`config.mk`:
```
export PLATFORM = sky130hd
export DESIGN_NAME = axicb_resp_order_tracker
export DESIGN_NICKNAME = d
export VERILOG_FILES = /design/src/rtl/axicb_order_pkg.sv /design/src/rtl/axicb_order_fifo.sv /design/src/rtl/axicb_resp_order_tracker.sv
export SDC_FILE = /design/constraint.sdc
export NUM_CORES = 1
export LEC_CHECK = 0
export BUFFER_PORTS_ARGS = -buffer_cell sky130_fd_sc_hd__buf_2
export CAP_MARGIN = 25
export CORE_AREA = 2 2 48 94
export DETAILED_ROUTE_END_ITERATION = 10
export DIE_AREA = 0 0 50 96
export PLACE_DENSITY = 0.73
export SLEW_MARGIN = 5
export SYNTH_ARGS = -nofsm -noshare
export SYNTH_HDL_FRONTEND = slang
export SYNTH_SLANG_ARGS = --single-unit
```
`constraint.sdc`:
```
create_clock -name aclk -period 2.8 [get_ports aclk]
set_clock_uncertainty 0.05 [all_clocks]
set_input_delay 0.14 -clock aclk [delete_from_list [all_inputs] [get_ports aclk]]
set_output_delay 0.14 -clock aclk [all_outputs]
set_load 0.05 [all_outputs]
```
`src/rtl/axicb_order_pkg.sv`:
```
// Shared helpers for the response order tracker.
// Holds the grant one-hot check and the pointer/count width helpers
// derived from the outstanding depth.
package axicb_order_pkg;

   // Widest grant vector supported; narrower grants are zero-extended.
   localparam int unsigned GrantMaxW   = 8;
   localparam int unsigned OstdNbDflt  = 4;

   function automatic int unsigned ptr_width(input int unsigned depth);
      return (depth > 1) ? $clog2(depth) : 1;
   endfunction

   // One extra bit so the count can represent a completely full FIFO.
   function automatic int unsigned cnt_width(input int unsigned depth);
      return $clog2(depth) + 1;
   endfunction

   localparam int unsigned PtrWDflt = ptr_width(OstdNbDflt);
   localparam int unsigned CntWDflt = cnt_width(OstdNbDflt);

   // True when exactly one bit of grant is set.
   function automatic logic onehot_check(input logic [GrantMaxW-1:0] grant);
      return (grant != '0) && ((grant & (grant - GrantMaxW'(1))) == '0);
   endfunction

endpackage

```
`src/rtl/axicb_order_fifo.sv`:
```
// In-order FIFO of grant vectors for the response order tracker.
// Ports:
//   clk_i, aresetn_i (async active-low), srst_i (sync active-high)
//   push_i/data_i  : write request; ignored while full
//   pop_i          : retire head; ignored while empty
//   head_o         : entry at the read pointer, read combinationally
//   full_o, empty_o, cnt_o : occupancy, derived from registered state only
module axicb_order_fifo
   import axicb_order_pkg::*;
#(
   parameter int unsigned Width = 4,
   parameter int unsigned Depth = 4
) (
   input  logic                       clk_i,
   input  logic                       aresetn_i,
   input  logic                       srst_i,
   input  logic                       push_i,
   input  logic [Width-1:0]           data_i,
   input  logic                       pop_i,
   output logic [Width-1:0]           head_o,
   output logic                       full_o,
   output logic                       empty_o,
   output logic [cnt_width(Depth)-1:0] cnt_o
);

   localparam int unsigned PtrW = ptr_width(Depth);
   localparam int unsigned CntW = cnt_width(Depth);

   logic [Width-1:0] mem_q [Depth];
   logic [PtrW-1:0]  wr_ptr_q, wr_ptr_d;
   logic [PtrW-1:0]  rd_ptr_q, rd_ptr_d;
   logic [CntW-1:0]  cnt_q, cnt_d;
   logic             push_en, pop_en;

   assign full_o  = (cnt_q == CntW'(Depth));
   assign empty_o = (cnt_q == '0);
   assign cnt_o   = cnt_q;
   assign head_o  = mem_q[rd_ptr_q];

   assign push_en = push_i & ~full_o;
   assign pop_en  = pop_i & ~empty_o;

   always_comb begin
      wr_ptr_d = wr_ptr_q;
      rd_ptr_d = rd_ptr_q;
      cnt_d    = cnt_q;
      if (srst_i) begin
         wr_ptr_d = '0;
         rd_ptr_d = '0;
         cnt_d    = '0;
      end else begin
         // Pointers wrap by natural overflow since Depth is a power of two.
         if (push_en) wr_ptr_d = wr_ptr_q + PtrW'(1);
         if (pop_en)  rd_ptr_d = rd_ptr_q + PtrW'(1);
         unique case ({push_en, pop_en})
            2'b10:   cnt_d = cnt_q + CntW'(1);
            2'b01:   cnt_d = cnt_q - CntW'(1);
            default: cnt_d = cnt_q;
         endcase
      end
   end

   always_ff @(posedge clk_i or negedge aresetn_i) begin
      if (!aresetn_i) begin
         wr_ptr_q <= '0;
         rd_ptr_q <= '0;
         cnt_q    <= '0;
      end else begin
         wr_ptr_q <= wr_ptr_d;
         rd_ptr_q <= rd_ptr_d;
         cnt_q    <= cnt_d;
      end
   end

   // Storage needs no reset: entries are only observed while counted.
   always_ff @(posedge clk_i) begin
      if (push_en && !srst_i) mem_q[wr_ptr_q] <= data_i;
   end

endmodule

```
`src/rtl/axicb_resp_order_tracker.sv`:
```
// Return-path companion of the round-robin arbiter: records each accepted
// one-hot grant in order and steers slave response beats back to the
// originating requester, retiring the entry on the last beat.
// Ports:
//   aclk, aresetn (async active-low), srst (sync active-high)
//   req_grant/req_accept : accepted arbitration result to record
//   req_full, ostd_cnt   : back-pressure and outstanding count
//   s_valid/s_ready/s_last/s_data : single slave response channel
//   m_valid/m_ready      : per-requester response handshake
//   m_last/m_data        : broadcast response beat
//   err                  : sticky protocol error, only with
//                          AXICB_RESP_ORDER_CHECK_EN defined
module axicb_resp_order_tracker
   import axicb_order_pkg::*;
#(
   parameter int unsigned REQ_NB  = 4,
   parameter int unsigned OSTD_NB = 4,
   parameter int unsigned DATA_W  = 32
) (
   input  logic                       aclk,
   input  logic                       aresetn,
   input  logic                       srst,
   input  logic [REQ_NB-1:0]          req_grant,
   input  logic                       req_accept,
   output logic                       req_full,
   output logic [$clog2(OSTD_NB):0]   ostd_cnt,
   input  logic                       s_valid,
   output logic                       s_ready,
   input  logic                       s_last,
   input  logic [DATA_W-1:0]          s_data,
   output logic [REQ_NB-1:0]          m_valid,
   input  logic [REQ_NB-1:0]          m_ready,
   output logic                       m_last,
   output logic [DATA_W-1:0]          m_data
`ifdef AXICB_RESP_ORDER_CHECK_EN
   ,
   output logic                       err
`endif
);

   logic [REQ_NB-1:0] head;
   logic              empty;
   logic              pop;

   // Pop only on the handshake of the final beat of a response.
   assign pop = s_valid & s_ready & s_last;

   axicb_order_fifo #(
      .Width (REQ_NB),
      .Depth (OSTD_NB)
   ) u_fifo (
      .clk_i     (aclk),
      .aresetn_i (aresetn),
      .srst_i    (srst),
      .push_i    (req_accept),
      .data_i    (req_grant),
      .pop_i     (pop),
      .head_o    (head),
      .full_o    (req_full),
      .empty_o   (empty),
      .cnt_o     (ostd_cnt)
   );

   assign m_valid = head & {REQ_NB{s_valid & ~empty}};
   assign s_ready = ~empty & (|(head & m_ready));
   assign m_data  = s_data;
   assign m_last  = s_last;

`ifdef AXICB_RESP_ORDER_CHECK_EN
   logic err_q, err_d;
   logic push_en;

   assign push_en = req_accept & ~req_full;

   always_comb begin
      err_d = err_q;
      if (srst) begin
         err_d = 1'b0;
      end else begin
         if (push_en && !onehot_check(GrantMaxW'(req_grant))) err_d = 1'b1;
         if (s_valid && empty) err_d = 1'b1;
      end
   end

   always_ff @(posedge aclk or negedge aresetn) begin
      if (!aresetn) err_q <= 1'b0;
      else          err_q <= err_d;
   end

   assign err = err_q;
`endif

endmodule

```
==> reports/metrics.cfg, run 1 <==
[run_status]
status = finished, violations left
violations = setup timing

[synth]
yosys.area_share.adder_pct = 4.50
synthMuxAreaShare_pct = 6.83
synth-simple-area-share_pct = 19.0
syn_inst = 146
synth_top_family_by_area = buffers and inverters
ys_seq_elements = 23
synth-compound-area-share_pct = 8.11
synthesis.area_sq_um = 1560
yosys.area_share.xor_xnor_pct = 0.562
syn_avg_cell_area_sq_um = 10.7
yosysSeqAreaShare_pct = 42.1
synth_warnings = 0
synth_enable_flop_cells = 16
synth_cell_type_count = 39
syn-num-nets = 197
synth-main-ff-cell = edfxtp_1
synthArstFlopShare_pct = 30.4

[clocking]
clkSinkCount = 23
htree_levels = 1
numCtsBuffers = 3
cts_tree = done
clk_latency_ps = 270
cts_root_buf = clkbuf_8
clk_path_buf_depth = 2
clk_pin_slew_worst_paths_ps = 80

[die]
initial_core_util_pct = 38.1
rows = 33
io_pins = 88
die_x_um = 50
core-area_sq_um = 4090
fp.dieH_um = 96
die_area_sq_um = 4800

[routing]
route.vias.total = 1013
viasPerCell = 5.17
drtPass1Iterations = 4
drc_errors = 0
drt_first_iter_violations = 13
ant_nets = 0
drt-total-wl_um = 2670
routedWlPerCell_um = 13.6

[finish]
layout_commonest_cell = buf_2
regArea_sq_um = 658
fill_cells = 390
diodes = 0
drive_gt1_share_pct = 36.1
finalNetCount = 196
multi_input_area_sq_um = 659
area_delta_synth_final_pct = 5.54
layout_common_cells = 23 x buf_2, 16 x edfxtp_1, 11 x nor2_1

[timing]
setup_viol = 1
max_freq_mhz = 357
fin_crit_ps = 2800
slew_headroom_pct = 74.6
rsz0062_at_grt = yes
hold_violations = 0
fin_setup_tns_ps = -0.743
worst_pin_slew_ps = 382
min_period_over_period_pct = 100
drv_slew = 0
layout_setup_ws_ps = -0.743

[global_route]
grt_pass1_wl_um = 4170
grt_pass1_vias = 924
grt_util_all_layers_pct = 11.8
grt_max_degree = 17
overflow = 0
antenna_found_initial = 0

[setup_path]
worstPathCellList = buf_6 > mux4_2 > a2111oi_4 > nor3_4 > fa_2 > buf_6 > or3_4 > mux2_4 > nand4_1
required_ps = 2950
max_stage_delay_ps = 520
cp.arrival_ps = 2950
critPathMaxFanout = 4
slowest_stage = mux4_2
cp-start-kind = flip-flop
path_common_cell = buf_6
path_class = reg2reg
endpoint_kind = flip-flop

[min_path]
hp-class = in2reg

[placed_design]
place_ws_ps = -30.3
hpwl_um = 2110
portBuffers = 23
gp_congestion = 0.749

[power_and_ir_drop]
cellLeakagePower_nw = 0.618
power.density_nw_per_um2 = 655
ir_drop_mv = 0.298

[run]
maxCapViolations = 0

==> worst paths after layout <==
path,startpoint,endpoint,slack [ps],cells past startpoint
setup / recovery,u_fifo.rd_ptr_q[0],u_fifo.cnt_o[2],-0.7,9
hold / removal,req_grant[3],u_fifo.mem_q[0][3],40,1
setup reg to reg,u_fifo.rd_ptr_q[0],u_fifo.cnt_o[2],-0.7,9
hold reg to reg,u_fifo.wr_ptr_q[1],u_fifo.wr_ptr_q[1],540,2
max in group asynchronous,aresetn,u_fifo.rd_ptr_q[1],2320,2
min in group asynchronous,aresetn,u_fifo.cnt_o[1],190,2
==> through the flow <==
stage	cells	util, %	hold WS, ps	cell area, sq um	power (mW)
after floorplan	146	-	-206	1590	0.882
after global placement	189	37.6	-51.8	1540	0.860
after detailed placement	189	37.6	-45.7	1540	0.868
after CTS	194	39.1	33.1	1600	1.07
after global routing	196	40.2	46.1	1640	1.14
final	196	40.2	38.6	1640	1.08
==> synth_stat cells (all sizes together), types with 3 or more instances <==
| master | number | area [sq um] |
|---|---|---|
| ha | 4 | 50.1 |
| nand2 | 5 | 18.8 |
| nor3b | 3 | 22.5 |
| o21ai | 4 | 20.0 |
| and2 | 5 | 33.8 |
| a21oi | 3 | 15.0 |
| nand3b | 3 | 22.5 |
| mux2 | 3 | 37.5 |
| nor2 | 11 | 41.3 |
| nor3 | 3 | 15.0 |
| buf | 36 | 269 |
| nand4 | 3 | 18.8 |
| dfrtp | 7 | 175 |
| nor2b | 5 | 31.3 |
| edfxtp | 16 | 480 |
| or3 | 5 | 31.3 |
| inv | 5 | 18.8 |
==> sequential cells by signal (all words and copies together) (netlist names) <==
register	flops
u_fifo.cnt_o	3
u_fifo.mem_q	16
u_fifo.rd_ptr_q	2
u_fifo.wr_ptr_q	2
==> power breakdown <==
| part | total, mW | internal (mW) | switching (mW) |
|---|---|---|---|
| Sequential | 0.448 | 0.399 | 0.0490 |
| Combinational | 0.429 | 0.150 | 0.279 |
| Clock | 0.200 | 0.0993 | 0.101 |
| Total | 1.08 | 0.648 | 0.429 |
==> routing by layer <==
| metal | vias to the layer above | routed length (um) | GRT usage (%) |
|---|---|---|---|
| li1 | 479 | - | - |
| met1 | 498 | 953 | 11.0 |
| met2 | 23 | 1520 | 21.9 |
| met3 | 13 | 119 | 2.02 |
| met4 | 0 | 76 | 8.80 |
| met5 | - | 0 | 0 |
==> final cells by class <==
cell class / instances / share of cell area, %
multi-input combinational: 80 / 40.1
sequential: 23 / 40.0
timing repair buffer: 32 / 11.9
tap: 52 / 3.96
clock buffer: 3 / 2.51
inverter: 5 / 1.14
clock inverter: 1 / 0.304
==> what timing repair did <==
action | in CTS | in global routing
pin swaps | 1 | 8
hold buffers | 1 | 0
hold endpoints to repair | 7 | 0
setup buffers | 0 | 2
endpoints found under the setup margin | 1 | 2
gates resized for setup | 1 | 7
==> cells by family (layout without fill, tap and decap cells) <==
| logic type | count (synthesis) | count (layout) |
|---|---|---|
| multiplexers | 7 | 7 |
| buffers and inverters | 43 | 41 |
| XOR/XNOR | 1 | 1 |
| AO/OA/AOI/OAI | 16 | 16 |
| adder cells (fa/ha/maj) | 5 | 5 |
| AND/OR/NAND/NOR | 51 | 51 |
| flip-flops | 23 | 23 |
==> worst max-delay path: cells and delay by family (launching register included) <==
kind / cells / cell delay, ps
AO/OA/AOI/OAI: 1 / 420
adder cells (fa/ha/maj): 1 / 380
buffers and inverters: 2 / 240
flip-flops: 1 / 380
multiplexers: 2 / 780
AND/OR/NAND/NOR: 3 / 470
Power figures use the tool's default switching activity.
==> run 2, diff against run 1 <==
Settings changed: SKIP_CTS_REPAIR_TIMING from default to 1.
==> run 2 against run 1 <==
Compared with the run above: critical path depth stayed put; largest power group unchanged; the flow now finishes without violations; critical endpoint unchanged; core utilization is 0.37 points lower; setup slack better by 46 ps; via count is 0.39% lower; power is 0.60% lower; wire length is 1.2% lower; sequential share of layout area is 0.37 points higher; combinational power is 2% lower; fmax is 1.7% higher; critical path type unchanged; clock-buffer cell count stayed put.
==> reports/metrics.cfg, run 2 (synthesis gave the netlist of run 1 again) <==
[run_status]
status = complete, no violations

[die]
io_pins = 88  ; unchanged
die_area_sq_um = 4800  ; unchanged
initial_core_util_pct = 38.1  ; unchanged
rows = 33  ; unchanged
fp.dieH_um = 96  ; unchanged
core-area_sq_um = 4090  ; unchanged
die_x_um = 50  ; unchanged

[clocking]
cts_root_buf = clkbuf_8
clk_path_buf_depth = 2  ; unchanged
clkSinkCount = 23  ; unchanged
clk_latency_ps = 270  ; about the same
htree_levels = 1  ; unchanged
numCtsBuffers = 3  ; unchanged
clk_pin_slew_worst_paths_ps = 80  ; about the same
cts_tree = done

[setup_path]
worstPathCellList = mux4_2 > and2_4 > a2111oi_4 > nor3_4 > fa_2 > buf_6 > or3_4 > mux2_4 > nand4_1
critPathMaxFanout = 4  ; unchanged
slowest_stage = mux4_2
endpoint_kind = flip-flop
cp-start-kind = flip-flop
max_stage_delay_ps = 520  ; about the same
required_ps = 2950  ; about the same
critPathBufInv = 1  ; -1
critPathTopFamily = multiplexers
cp.arrival_ps = 2910  ; -40 ps
path_class = reg2reg

[routing]
drtPass1Iterations = 4  ; unchanged
route.vias.total = 1009  ; -0.39%
ant_nets = 0  ; unchanged
drt_first_iter_violations = 14  ; +1
drt-total-wl_um = 2640  ; -1.2%
drc_errors = 0  ; unchanged
viasPerCell = 5.17  ; +0.12%
routedWlPerCell_um = 13.5  ; -0.65%

[timing]
fin_crit_ps = 2750  ; -45.8 ps
min_period_over_period_pct = 98.4  ; -1.6 points
slew_headroom_pct = 74.4  ; -0.19 points
setup_viol = 0  ; -1
drv_slew = 0  ; unchanged
rsz0062_at_grt = yes
worst_pin_slew_ps = 385  ; +2.84 ps
hold_violations = 0  ; unchanged
max_freq_mhz = 363  ; +1.7%
layout_setup_ws_ps = 45.1  ; +45.8 ps

[power_and_ir_drop]
switchingPower_mw = 0.426  ; -0.67%
seqPwrFrac_pct = 41.9  ; +0.3 points
cellLeakagePower_nw = 0.611  ; -1.1%
p_total_mw = 1.07  ; -0.60%
clockPowerShare_pct = 18.7  ; about the same
power_switching_share_pct = 39.8  ; about the same
p_int_mw = 0.645  ; -0.56%
power.density_nw_per_um2 = 657  ; +0.31%
ir_drop_mv = 0.298  ; +0.12%
combPwrFrac_pct = 39.4  ; -0.4 points

[placed_design]
gp_congestion = 0.749  ; unchanged
portBuffers = 23  ; unchanged
dp_cells = 189  ; unchanged
hpwl_um = 2110  ; unchanged
place_ws_ps = -30.3  ; unchanged

[global_route]
grt_max_degree = 17  ; unchanged
grt_pass1_vias = 927  ; +0.32%
grt_util_all_layers_pct = 11.8  ; +0.033 points
overflow = 0  ; unchanged
antenna_found_initial = 0  ; unchanged
grt_pass1_wl_um = 4190  ; +0.34%

[run]
maxCapViolations = 0  ; unchanged

[finish]
finalNetCount = 195  ; -0.51%
largest_reg_flops = 16  ; unchanged
layout_common_cells = 23 x buf_2, 16 x edfxtp_1, 11 x nor2_1
drive_gt1_share_pct = 35.7  ; -0.45 points
regMostFlops = u_fifo.mem_q
diodes = 0  ; unchanged
stdcell_count = 195  ; -0.51%
layout_commonest_cell = buf_2
area_delta_synth_final_pct = 4.58

[min_path]
hp-class = in2reg

[run 2: cell count changes in the layout (fill, tap and decap cells not counted)]
cell   change
buf_6      -2
buf_4      +1
[run 2: path summary, 6_finish.rpt]
check,start,to,slack [ps],depth (start not counted)
worst max-delay path,u_fifo.rd_ptr_q[0],u_fifo.cnt_o[2],50,9
worst min-delay path,req_grant[3],u_fifo.mem_q[0][3],40,1
worst max register to register,u_fifo.rd_ptr_q[0],u_fifo.cnt_o[2],50,9
worst min register to register,u_fifo.wr_ptr_q[1],u_fifo.wr_ptr_q[1],540,2
max in group asynchronous,aresetn,u_fifo.rd_ptr_q[1],2320,2
min in group asynchronous,aresetn,u_fifo.cnt_o[1],190,2
[run 2: worst register-to-register path, stage by stage (launching register included)]
cell and delay [ps]:
dfrtp_1 410, mux4_2 520, and2_4 160, a2111oi_4 300
nor3_4 60, fa_2 380, buf_6 130, or3_4 340
mux2_4 260, nand4_1 90
[run 2: power groups by stage]
stage | combinational (mW) | sequential, mW | clock [mW]
floorplan | 0.396 | 0.486 | 0
global placement | 0.409 | 0.452 | 0
detailed placement | 0.414 | 0.453 | 0
CTS | 0.416 | 0.446 | 0.205
global route | 0.464 | 0.453 | 0.217
finish | 0.422 | 0.448 | 0.201
[run 2: cell type report]
type / instances / area, sq um
fillers: 392 / 2460
multi-input cells: 80 / 659
flip-flops and latches: 23 / 658
repair buffers: 31 / 181
clock buffers: 3 / 41.3
clock inverters: 1 / 5.00
well taps: 52 / 65.1
inverters: 5 / 18.8
[run 2: per-layer routing]
metal  up-vias  GRT usage (%)  part of all wire [%]
met5         -              0                     0
li1        477              -                     -
met4         0           8.80                   2.9
met2        26           21.9                    58
met1       493           11.1                    34
met3        13           2.02                   5.0
[run 2: metrics by stage]
stage	instance area [sq um]	utilization [%]	hold WS [ps]	setup TNS, ps
after floorplan	1590	-	-206	-153
after global placement	1540	37.6	-51.8	0
after detailed placement	1540	37.6	-45.7	-30.3
after CTS	1590	38.8	-339	-35.1
after global routing	1630	39.9	46.1	-62.0
final	1630	39.9	38.5	0
==> run 3, diff against run 2 <==
Settings changed: CTS_BUF_LIST from default to sky130_fd_sc_hd__clkbuf_16.
==> run 3 against run 2 <==
Compared with the run above: register-to-register slack about the same; fmax hardly changed; highest routed layer unchanged; critical path type unchanged; final cell count did not move; non-clock buffer count stayed put; design area up 2.1%; critical endpoint unchanged.
==> reports/metrics.cfg, run 3 (synthesis gave the netlist of run 1 again) <==
[placed_design]
dp_cells = 189  ; unchanged
place_ws_ps = -30.3  ; unchanged
gp_congestion = 0.749  ; unchanged
hpwl_um = 2110  ; unchanged
portBuffers = 23  ; unchanged

[clocking]
numCtsBuffers = 3  ; unchanged
clkSinkCount = 23  ; unchanged
cts_tree = done
clk_latency_ps = 260  ; about the same
htree_levels = 1  ; unchanged
clk_pin_slew_worst_paths_ps = 60  ; -20 ps
cts_root_buf = clkbuf_16
clk_path_buf_depth = 2  ; unchanged

[setup_path]
cp.arrival_ps = 2890  ; -20 ps
reg2reg_to = u_fifo.cnt_o[2]
max_stage_delay_ps = 520  ; about the same
critPathMaxFanout = 4  ; unchanged
slowest_stage = mux4_2
r2r_start = u_fifo.rd_ptr_q[0]
path_class = reg2reg
endpoint_kind = flip-flop
critPathBufInv = 1  ; unchanged
reg2reg_setup_slack_ps = 50  ; about the same
cp-start-kind = flip-flop
critPathTopFamily = multiplexers
required_ps = 2940  ; about the same
worstPathCellList = mux4_2 > and2_4 > a2111oi_4 > nor3_4 > fa_2 > buf_6 > or3_4 > mux2_4 > nand4_1
r2r_cells = 9  ; unchanged

[finish]
regArea_sq_um = 658  ; unchanged
regMostFlops = u_fifo.mem_q
diodes = 0  ; unchanged
stdcell_count = 195  ; unchanged
largest_reg_flops = 16  ; unchanged
fill_cells = 382  ; -2.6%
area_delta_synth_final_pct = 6.75
layout_commonest_cell = buf_2
finalNetCount = 195  ; unchanged
drive_gt1_share_pct = 35.7  ; unchanged
fin_util_pct = 40.7  ; +0.83 points
layout_common_cells = 23 x buf_2, 16 x edfxtp_1, 11 x nor2_1
multi_input_area_sq_um = 659  ; unchanged

[timing]
worst_pin_slew_ps = 386  ; +1.48 ps
max_freq_mhz = 363  ; about the same
slew_headroom_pct = 74.3  ; -0.099 points
hold_violations = 0  ; unchanged
layout_setup_ws_ps = 45.9  ; +0.810 ps
setup_viol = 0  ; unchanged
drv_slew = 0  ; unchanged
min_period_over_period_pct = 98.4  ; about the same
fin_crit_ps = 2750  ; -0.810 ps
rsz0062_at_grt = yes

[routing]
route.vias.total = 1014  ; +0.50%
viasPerCell = 5.20  ; +0.50%
drt_first_iter_violations = 15  ; +1
drtPass1Iterations = 4  ; unchanged
drt-total-wl_um = 2690  ; +1.7%
drc_errors = 0  ; unchanged
ant_nets = 0  ; unchanged
routedWlPerCell_um = 13.8  ; +1.7%

[run_status]
status = complete, no violations

[min_path]
hp-class = in2reg
hold_start = req_grant[3]
hold_end = u_fifo.mem_q[0][3]
hold-path-cell-count = 1  ; unchanged

[global_route]
grt_pass1_vias = 938  ; +1.2%
antenna_found_initial = 0  ; unchanged
grt_util_all_layers_pct = 11.8  ; unchanged
grt_pass1_wl_um = 4220  ; +0.64%
overflow = 0  ; unchanged
grt_max_degree = 17  ; unchanged

[die]
fp.dieH_um = 96  ; unchanged
initial_core_util_pct = 38.1  ; unchanged
die_area_sq_um = 4800  ; unchanged
die_x_um = 50  ; unchanged
io_pins = 88  ; unchanged
core-area_sq_um = 4090  ; unchanged
rows = 33  ; unchanged

[power_and_ir_drop]
ir_drop_mv = 0.387  ; +30%
power.density_nw_per_um2 = 707  ; +7.5%
p_total_mw = 1.18  ; +9.8%
seqPwrFrac_pct = 38.2  ; -3.7 points
cellLeakagePower_nw = 0.627  ; +2.5%
p_int_mw = 0.738  ; +14%
clockPowerShare_pct = 25.8  ; +7.1 points
switchingPower_mw = 0.438  ; +2.7%
combPwrFrac_pct = 36.0  ; -3.4 points
power_switching_share_pct = 37.2  ; -2.6 points

[run]
maxCapViolations = 0  ; unchanged

==> run 3: cell counts in the layout (fill, tap and decap cells not counted) <==
No cell type changed its count.
==> run 3: worst max-delay path by stage <==
| stage | endpoint | from | depth (start not counted) |
|---|---|---|---|
| floorplan | u_fifo.cnt_o[2] | u_fifo.rd_ptr_q[0] | 8 |
| global placement | u_fifo.cnt_o[2] | u_fifo.rd_ptr_q[0] | 7 |
| CTS | u_fifo.cnt_o[2] | u_fifo.rd_ptr_q[0] | 7 |
| global route | u_fifo.cnt_o[2] | u_fifo.rd_ptr_q[0] | 9 |
| finish | u_fifo.cnt_o[2] | u_fifo.rd_ptr_q[0] | 9 |
| detailed placement | u_fifo.cnt_o[2] | u_fifo.rd_ptr_q[0] | 7 |
==> run 3: final cells by class <==
type	instances	share of cell area [%]
timing repair buffer	31	10.9
tap	52	3.91
clock inverter	1	0.301
inverter	5	1.13
sequential	23	39.6
multi-input combinational	80	39.7
clock buffer	3	4.51
==> run 3: metrics by stage <==
stage	cell area, sq um	TNS, ps	hold slack (ps)
2_1_floorplan	1590	-153	-206
3_3_place_gp	1540	0	-51.8
3_5_place_dp	1540	-30.3	-45.7
4_1_cts	1620	-36.1	-321
5_1_grt	1660	-60.0	61.2
6_report	1660	0	51.2
==> run 3: routing by layer <==
metal  vias up  part of all wire (%)  global-route usage [%]
li1        477                     -                       -
met1       495                    34                    11.1
met2        29                    58                    22.3
met3        13                   5.8                    1.55
met4         0                   2.7                    8.80
met5         -                     0                       0
==> run 3: power by group through the flow <==
stage / combinational, mW / clock (mW) / sequential [mW]
after global placement: 0.409 / 0 / 0.452
after detailed placement: 0.414 / 0 / 0.453
after floorplan: 0.396 / 0 / 0.486
after global routing: 0.465 / 0.319 / 0.454
final: 0.423 / 0.303 / 0.449
after CTS: 0.417 / 0.307 / 0.446
==> run 3: worst reg2reg max path: stages, from the launching register on <==
cell and delay, ps:
dfrtp_1 400, mux4_2 520, and2_4 160, a2111oi_4 300, nor3_4 60, fa_2 380, buf_6 130, or3_4 330
mux2_4 260, nand4_1 80
